===== src/rtl/seg_pkg.sv =====
// Shared constants and the hex-to-segment lookup for the multiplexed 7-segment driver.
package seg_pkg;

    localparam int          DIG_NUM = 6;
    localparam logic [5:0]  SEL_OFF = 6'h3F;
    localparam logic [7:0]  SEG_OFF = 8'hFF;

    // Active-high gfedcba pattern for one hex digit
    function automatic logic [6:0] hex7(input logic [3:0] nib);
        logic [6:0] pat;
        case (nib)
            4'h0: pat = 7'h3F;
            4'h1: pat = 7'h06;
            4'h2: pat = 7'h5B;
            4'h3: pat = 7'h4F;
            4'h4: pat = 7'h66;
            4'h5: pat = 7'h6D;
            4'h6: pat = 7'h7D;
            4'h7: pat = 7'h07;
            4'h8: pat = 7'h7F;
            4'h9: pat = 7'h6F;
            4'hA: pat = 7'h77;
            4'hB: pat = 7'h7C;
            4'hC: pat = 7'h39;
            4'hD: pat = 7'h5E;
            4'hE: pat = 7'h79;
            default: pat = 7'h71;
        endcase
        return pat;
    endfunction

endpackage


===== src/rtl/seg_hex_dec.sv =====
// Combinational nibble to active-high gfedcba segment pattern.
module seg_hex_dec
    import seg_pkg::*;
(
    input  logic [3:0] nib,
    output logic [6:0] pat
);

    assign pat = hex7(nib);

endmodule


===== src/rtl/seg_scan_drv.sv =====
// Six-digit common-anode display scanner with frame-synchronous commit of host writes.
// Define SEG_LZB_EN to blank leading zeros (digit 0 always shown).
module seg_scan_drv
    import seg_pkg::*;
#(
    parameter int SCAN_DIV  = 50_000,
    parameter int BLANK_CYC = 500
) (
    input  logic        CLK_50M,
    input  logic        RST_n,
    input  logic        wr_en,
    input  logic [23:0] wr_data,
    input  logic [5:0]  wr_dp,
    output logic        pend,
    output logic        frame_done,
    output logic [5:0]  SEL,
    output logic [7:0]  SEG
);

    localparam int               CNT_W     = (SCAN_DIV > 1) ? $clog2(SCAN_DIV) : 1;
    localparam logic [CNT_W-1:0] CNT_MAX   = CNT_W'(SCAN_DIV - 1);
    localparam logic [CNT_W-1:0] BLANK_END = CNT_W'(BLANK_CYC);
    localparam logic [2:0]       IDX_MAX   = 3'(DIG_NUM - 1);

    logic [CNT_W-1:0] cnt;
    logic [2:0]       idx;
    logic [23:0]      shadow_data;
    logic [5:0]       shadow_dp;
    logic [23:0]      active_data;
    logic [5:0]       active_dp;

    logic             slot_wrap;
    logic             frame_edge;
    logic [3:0]       nib_p0;
    logic [6:0]       pat_p0;
    logic             lz_blank_p0;
    logic [6:0]       seg7_p0;

    assign slot_wrap  = (cnt == CNT_MAX);
    assign frame_edge = slot_wrap && (idx == IDX_MAX);

    assign nib_p0 = active_data[{idx, 2'b00} +: 4];

    seg_hex_dec u_hex_dec (
        .nib (nib_p0),
        .pat (pat_p0)
    );

`ifdef SEG_LZB_EN
    logic [2:0] lz_top;

    // Highest non-zero digit; everything above it is a leading zero
    always_comb begin
        lz_top = '0;
        for (int i = 1; i < DIG_NUM; i++) begin
            if (active_data[i*4 +: 4] != 4'h0) lz_top = 3'(i);
        end
    end

    assign lz_blank_p0 = (idx > lz_top);
`else
    assign lz_blank_p0 = 1'b0;
`endif

    assign seg7_p0 = lz_blank_p0 ? 7'h7F : ~pat_p0;

    // Scan divider and digit index
    always_ff @(posedge CLK_50M or negedge RST_n) begin
        if (!RST_n) begin
            cnt <= '0;
            idx <= '0;
        end else if (slot_wrap) begin
            cnt <= '0;
            idx <= (idx == IDX_MAX) ? 3'd0 : idx + 3'd1;
        end else begin
            cnt <= cnt + 1'b1;
        end
    end

    // Shadow/active registers; the commit reads the shadow as it was before this edge
    always_ff @(posedge CLK_50M or negedge RST_n) begin
        if (!RST_n) begin
            shadow_data <= '0;
            shadow_dp   <= '0;
            active_data <= '0;
            active_dp   <= '0;
            pend        <= 1'b0;
            frame_done  <= 1'b0;
        end else begin
            frame_done <= frame_edge;
            if (frame_edge && pend) begin
                active_data <= shadow_data;
                active_dp   <= shadow_dp;
            end
            if (wr_en) begin
                shadow_data <= wr_data;
                shadow_dp   <= wr_dp;
                pend        <= 1'b1;
            end else if (frame_edge) begin
                pend <= 1'b0;
            end
        end
    end

    // Registered pin drivers, one cycle behind cnt/idx
    always_ff @(posedge CLK_50M or negedge RST_n) begin
        if (!RST_n) begin
            SEL <= SEL_OFF;
            SEG <= SEG_OFF;
        end else if (cnt < BLANK_END) begin
            SEL <= SEL_OFF;
            SEG <= SEG_OFF;
        end else begin
            SEL <= ~(6'b1 << idx);
            SEG <= {~active_dp[idx], seg7_p0};
        end
    end

endmodule


===== config.mk =====
export PLATFORM = sky130hd
export DESIGN_NAME = seg_scan_drv
export DESIGN_NICKNAME = d
export VERILOG_FILES = /design/src/rtl/seg_pkg.sv /design/src/rtl/seg_hex_dec.sv /design/src/rtl/seg_scan_drv.sv
export SDC_FILE = /design/constraint.sdc
export NUM_CORES = 1
export LEC_CHECK = 0
export ABC_AREA = 1
export BUFFER_PORTS_ARGS = -buffer_cell sky130_fd_sc_hd__buf_2
export CAP_MARGIN = 30
export CORE_AREA = 2 2 104 106
export CTS_BUF_LIST = sky130_fd_sc_hd__clkbuf_16
export CTS_CLUSTER_DIAMETER = 50
export CTS_CLUSTER_SIZE = 14
export DETAILED_ROUTE_END_ITERATION = 8
export DIE_AREA = 0 0 106 108
export GPL_ROUTABILITY_DRIVEN = 0
export PLACE_DENSITY = 0.65
export RECOVER_POWER = 50
export SLEW_MARGIN = 10
export SYNTH_ARGS = -nofsm -noshare
export SYNTH_HDL_FRONTEND = slang
export SYNTH_SLANG_ARGS = --single-unit

===== constraint.sdc =====
create_clock -name CLK_50M -period 1.7 [get_ports CLK_50M]
set_clock_uncertainty 0.05 [all_clocks]
set_input_delay 0.425 -clock CLK_50M [delete_from_list [all_inputs] [get_ports CLK_50M]]
set_output_delay 0.425 -clock CLK_50M [all_outputs]
set_load 0.01 [all_outputs]

**Yosys cells after proc, flatten, opt, wreduce, memory -nomap -nowiden**

Memory sizes are Yosys's and may differ from the RTL's.
Index checks and enable logic that the tools add are counted.
W data, S select, Z words.

- Bits in registers: 95
- Bits in read-only memories: 112
- Input port bits: 33
- Output and inout port bits: 16
- Memories kept: 1

Memory list:

| memory | depth | bits a word | read ports | clocked after Yosys merged registers in | write ports | line | RTL |
|---|---|---|---|---|---|---|---|
| (name not given) | 16 | 7 | 1 | 0 | 0 | seg_pkg.sv:11 | `case (nib)` |

- $add $sub $neg: 2
- Magnitude comparators: 2
- Equality and inequality tests: 2
- Shifts and indexed selects: 2
- Mux-type cells: 8
- Bitwise gates (word level): 3
- Reduce and logical (&&, ||, !) cells: 3

Operators by type and width:

| operator | number |
|---|---|
| $shiftx A24 B6 Y4 | 1 |
| $add A16 B1 Y16 const B | 1 |
| $eq A16 B16 Y1 const B | 1 |
| $lt A16 B9 Y1 const B | 1 |
| $mux W16 | 1 |
| $mux W8 | 1 |
| $not A7 Y7 | 1 |
| $mux W6 | 1 |
| $not A6 Y6 | 1 |
| $shl A1 B3 Y6 const A | 1 |
| $lt A3 B4 Y1 const B | 1 |
| $add A3 B1 Y3 const B | 1 |
| $bmux W1 S3 | 1 |
| $eq A3 B3 Y1 const B | 1 |
| $mux W1 | 3 |
| $mux W3 | 1 |
| $logic_and A1 B1 Y1 | 2 |
| $reduce_bool A2 Y1 | 1 |
| $not A1 Y1 | 1 |

**Depth between registers and ports, before layout**

- Depth in word-level cells: 4
- Gate-level depth with buffers: 14
- Depth with buffers taken out: 13

**Modules after synthesis**

From an unflattened synthesis, not the netlist that was laid out.

- Cells, all modules: 539
- Area total of the unflattened synthesis: 4571.9 um^2

By module, submodules not included:

| module | times used | cells an instance | area each (um^2) | sequential area each (um^2) |
|---|---|---|---|---|
| seg_scan_drv | 1 | 486 | 4264.1 | 2394.8 |
| seg_hex_dec | 1 | 53 | 307.8 | 0.0 |

**Worst setup path after synthesis**

No wires, ideal clock.

- Path type: register -> register
- Start point: reg idx[2]
- End point: reg SEG[3]
- Arrival time: 1.630 ns
- Setup slack: -0.044 ns
- Cell stages (with the launch flop): 10
- Path buffers: 1
- Cell sequence: dfrtp_1 inv_1 clkbuf_1 nor2_1 a21oi_1 ha_1 inv_1 nand3_1 nand3_1 nand3_1

- Word-level cells in the longest chain between the ends: 4

Ends and longest elaborated chain:

| element | line | RTL |
|---|---|---|
| from (decl) | seg_scan_drv.sv:26 | `logic [2:0] idx;` |
| from (signal assigned) | seg_scan_drv.sv:74 | `idx <= (idx == IDX_MAX) ? 3'd0 : idx + 3'd1;` |
| $shiftx A24 B6 Y4 | seg_scan_drv.sv:42 | `assign nib_p0 = active_data[{idx, 2'b00} +: 4];` |
| $mem_v2 Z16 W7 | -- |  |
| $not A7 Y7 | seg_scan_drv.sv:65 | `assign seg7_p0 = lz_blank_p0 ? 7'h7F : ~pat_p0;` |
| $mux W8 | seg_scan_drv.sv:110 | `end else if (cnt < BLANK_END) begin` |
| to (signal assigned) | seg_scan_drv.sv:115 | `SEG <= {~active_dp[idx], seg7_p0};` |
| to (decl) | seg_scan_drv.sv:17 | `output logic [7:0] SEG` |

Every way passes these cells.
A chain may end at the register's enable or synchronous reset.

**Worst setup path in the final report**

- Start point: reg idx[0]
- End point: reg SEG[4]

Same word-level chain as after synthesis.

==> flow_metrics.py <==
metrics = {
    "drt": {
        "routed_via_density": 4.90,
        "drt_iter0_drc": 141,
        "dr.pass1.iters": 5,
        "wl_per_cell_um": 14.1,
        "postRouteAntennaNets": 0,
        "routed_wl_mm": 10.8,
        "drc_errors": 0,
        "num_vias": 3749,
    },
    "setup_path": {
        "crit_family": "simple AND/OR/NAND/NOR gates",
        "critical_path_required_ns": 1.91,
        "path_class": "register to register",
        "path_common_cell": "nand2_2",
        "crit_arrival_ns": 2.01,
        "crit_fanout": 6,
        "worst_setup_path_start_kind": "register",
        "max_stage_delay_ns": 0.47,
        "endpoint_kind": "register",
        "path_buf_inv": 1,
        "path_cells": "buf_6 > nand2_1 > nand2_2 > nand2_2 > nand2_4 > a21oi_4 > ha_4 > nand3_2 > nand3b_1 > nand3_1",
        "crit_slowest_cell": "dfrtp_2",
    },
    "global_routing": {
        "grt_max_degree": 47,
        "antenna_found_initial": 0,
        "grt_util_all_layers": 0.173,
        "grt_pass1_vias": 3440,
        "grt_pass1_wl_mm": 15.8,
        "overflow": 0,
    },
    "synthesis": {
        "synth_top_area_frac": 0.443,
        "syn_nets": 566,
        "avgSynthCellArea_um2": 8.71,
        "syn_area_mm2": 0.00457,
        "synth_edf_count": 0,
        "synth_ff_type": "dfrtp_1",
        "netlist_instances": 525,
        "ys_seq_area_frac": 0.524,
        "ys_seq_elements": 95,
        "synth.distinct_cells": 34,
        "async_flop_share": 1.00,
        "synth_common_cells": "nand2_1 (162), dfrtp_1 (81), inv_1 (67)",
        "ys_warn_count": 0,
        "yosys-top-cells-area": "dfrtp_1 (44%), nand2_1 (13%), dfstp_2 (8.0%)",
        "synth_most_common_cell": "nand2_1",
        "yosys.area.top_type": "dfrtp_1",
    },
    "placement": {
        "hpwl_mm": 6.39,
        "portBuffers": 48,
        "pre_cts_slack_ns": -0.0592,
    },
    "pwr": {
        "p_leak_nw": 2.98,
        "powerDensity_mw_per_mm2": 714,
        "power_mw": 4.38,
        "vdd_drop_max_mv": 0.608,
    },
    "timing": {
        "slew_viol_final": 0,
        "setup_viol": 35,
        "fmax_ghz": 0.555,
        "finalHoldViolations": 0,
        "fin_ws_ns": -0.101,
        "relSlewSlack": 0.431,
        "tightest_slew_ns": 0.854,
        "finalHoldWorstSlack_ns": 0.230,
        "rsz0062_at_grt": "yes",
        "period_minus_slack_ns": 1.80,
        "period_share": 1.06,
    },
    "status": {
        "outcome": "finished, violations left",
        "violations": "setup timing",
    },
    "clocking": {
        "path_clk_slew_ns": 0.06,
        "insertion_delay_ns": 0.34,
        "cts_made_buffers": 9,
        "clockBufferDepth": 2,
        "cts_sinks": 95,
        "cts-root-buf": "clkbuf_16",
        "h-tree-depth": 3,
        "cts_tree": "built",
    },
    "floorplanning": {
        "dieHeight_um": 108,
        "core_mm2": 0.0102,
        "io_pins": 49,
        "die-area_mm2": 0.0114,
        "die_w_um": 106,
        "fp-row-count": 37,
        "start_util": 0.447,
    },
    "layout": {
        "drive_gt1_frac": 0.404,
        "fill_cells": 863,
        "synthToLayoutAreaGrowth_pct": 34.1,
        "fin_nets": 665,
        "diodes": 0,
        "final_core_util": 0.599,
    },
    "job": {
        "drv_cap": 0,
    },
    "min_path": {
        "hold_path_class": "input port to register",
    },
}
-- kinds of logic (layout without fill, tap and decap cells) --
group | count (synthesis) | count (layout) | share of synthesized area
simple gates | 257 | 258 | 0.253
flops | 95 | 95 | 0.524
compound gates | 72 | 72 | 0.108
buf+inv | 89 | 192 | 0.0857
fa+ha+maj | 8 | 8 | 0.0219
xor+xnor | 4 | 4 | 0.00767
-- worst paths after layout --
| path | end | start | slack [ns] | cells after the start |
|---|---|---|---|---|
| hold reg to reg | shadow_data[5] | shadow_data[5] | 0.42 | 2 |
| setup reg to reg | SEG[4] | idx[0] | -0.10 | 10 |
| max in group asynchronous | idx[0] | RST_n | 0.17 | 3 |
| setup / recovery | SEG[4] | idx[0] | -0.10 | 10 |
| hold / removal | shadow_data[4] | wr_data[4] | 0.23 | 3 |
| min in group asynchronous | cnt[13] | RST_n | 0.67 | 2 |
-- area by class of cell --
cell class / instances / area, um2 / share of cell area
inverter: 72 / 290 / 0.0474
multi-input combinational: 342 / 2170 / 0.353
timing repair inverter: 1 / 7.51 / 0.00122
sequential: 95 / 2400 / 0.391
clock inverter: 7 / 38.8 / 0.00633
timing repair buffer: 103 / 836 / 0.136
tap: 136 / 170 / 0.0278
clock buffer: 9 / 225 / 0.0367
-- worst reg2reg max path, cell delays in order (launching register included) --
cell,delay (ns)
dfrtp_2,0.47
buf_6,0.17
nand2_1,0.09
nand2_2,0.06
nand2_2,0.08
nand2_4,0.07
a21oi_4,0.27
ha_4,0.18
nand3_2,0.09
nand3b_1,0.11
nand3_1,0.09
-- registers in the layout (all words and copies together), names as in the netlist --
| register | flops |
|---|---|
| pend | 1 |
| active_data | 24 |
| SEG | 8 |
| active_dp | 6 |
| SEL | 6 |
| frame_done | 1 |
| cnt | 16 |
| idx | 3 |
| shadow_data | 24 |
| shadow_dp | 6 |
-- metrics by stage --
stage / area [um2] / cells / setup TNS (ns)
after CTS: 5450 / 739 / -0.0886
after floorplan: 4580 / 525 / 0
after global routing: 6130 / 765 / -4.95
final: 6130 / 765 / -2.14
after global placement: 5110 / 719 / -0.0447
after detailed placement: 5110 / 719 / -0.212
-- placed cells by master, fill, tap and decap left out, drive strengths merged --
cell	netlist	final
clkbuf	7	18
nand4	2	2
o221ai	1	1
clkinvlp	0	1
buf	10	93
nand2	185	185
xnor2	2	2
xor2	2	2
o211ai	3	3
o21ai	58	58
nor3	6	6
a21oi	8	8
ha	8	8
clkinv	1	5
nor2	24	24
a221o	1	1
o31ai	1	1
dfrtp	81	81
nand3	33	34
dfstp	14	14
nor4	3	3
nand3b	3	3
dlygate4sd3	0	1
inv	71	74
nor3b	1	1
-- where the power goes --
part	total [mW]	leakage (nW)	internal, mW	switching [mW]
clock	1.82	0.136	0.981	0.837
combinational	0.211	1.64	0.0666	0.144
sequential	2.35	1.20	2.33	0.0236
total	4.38	2.98	3.37	1.00
-- routing by layer --
layer  track usage  share of wire
met1         0.233           0.44
met2         0.283           0.51
met5             0              0
met3        0.0386          0.045
met4        0.0517          0.011
-- repair_timing --
item,CTS,global route
pin swaps,4,23
endpoints found under the hold margin,16,0
endpoints found under the setup margin,6,43
hold buffers,1,0
resized for setup,9,95
gates cloned,0,10
buffers inserted,3,16
(Power assumes the default switching activity.)
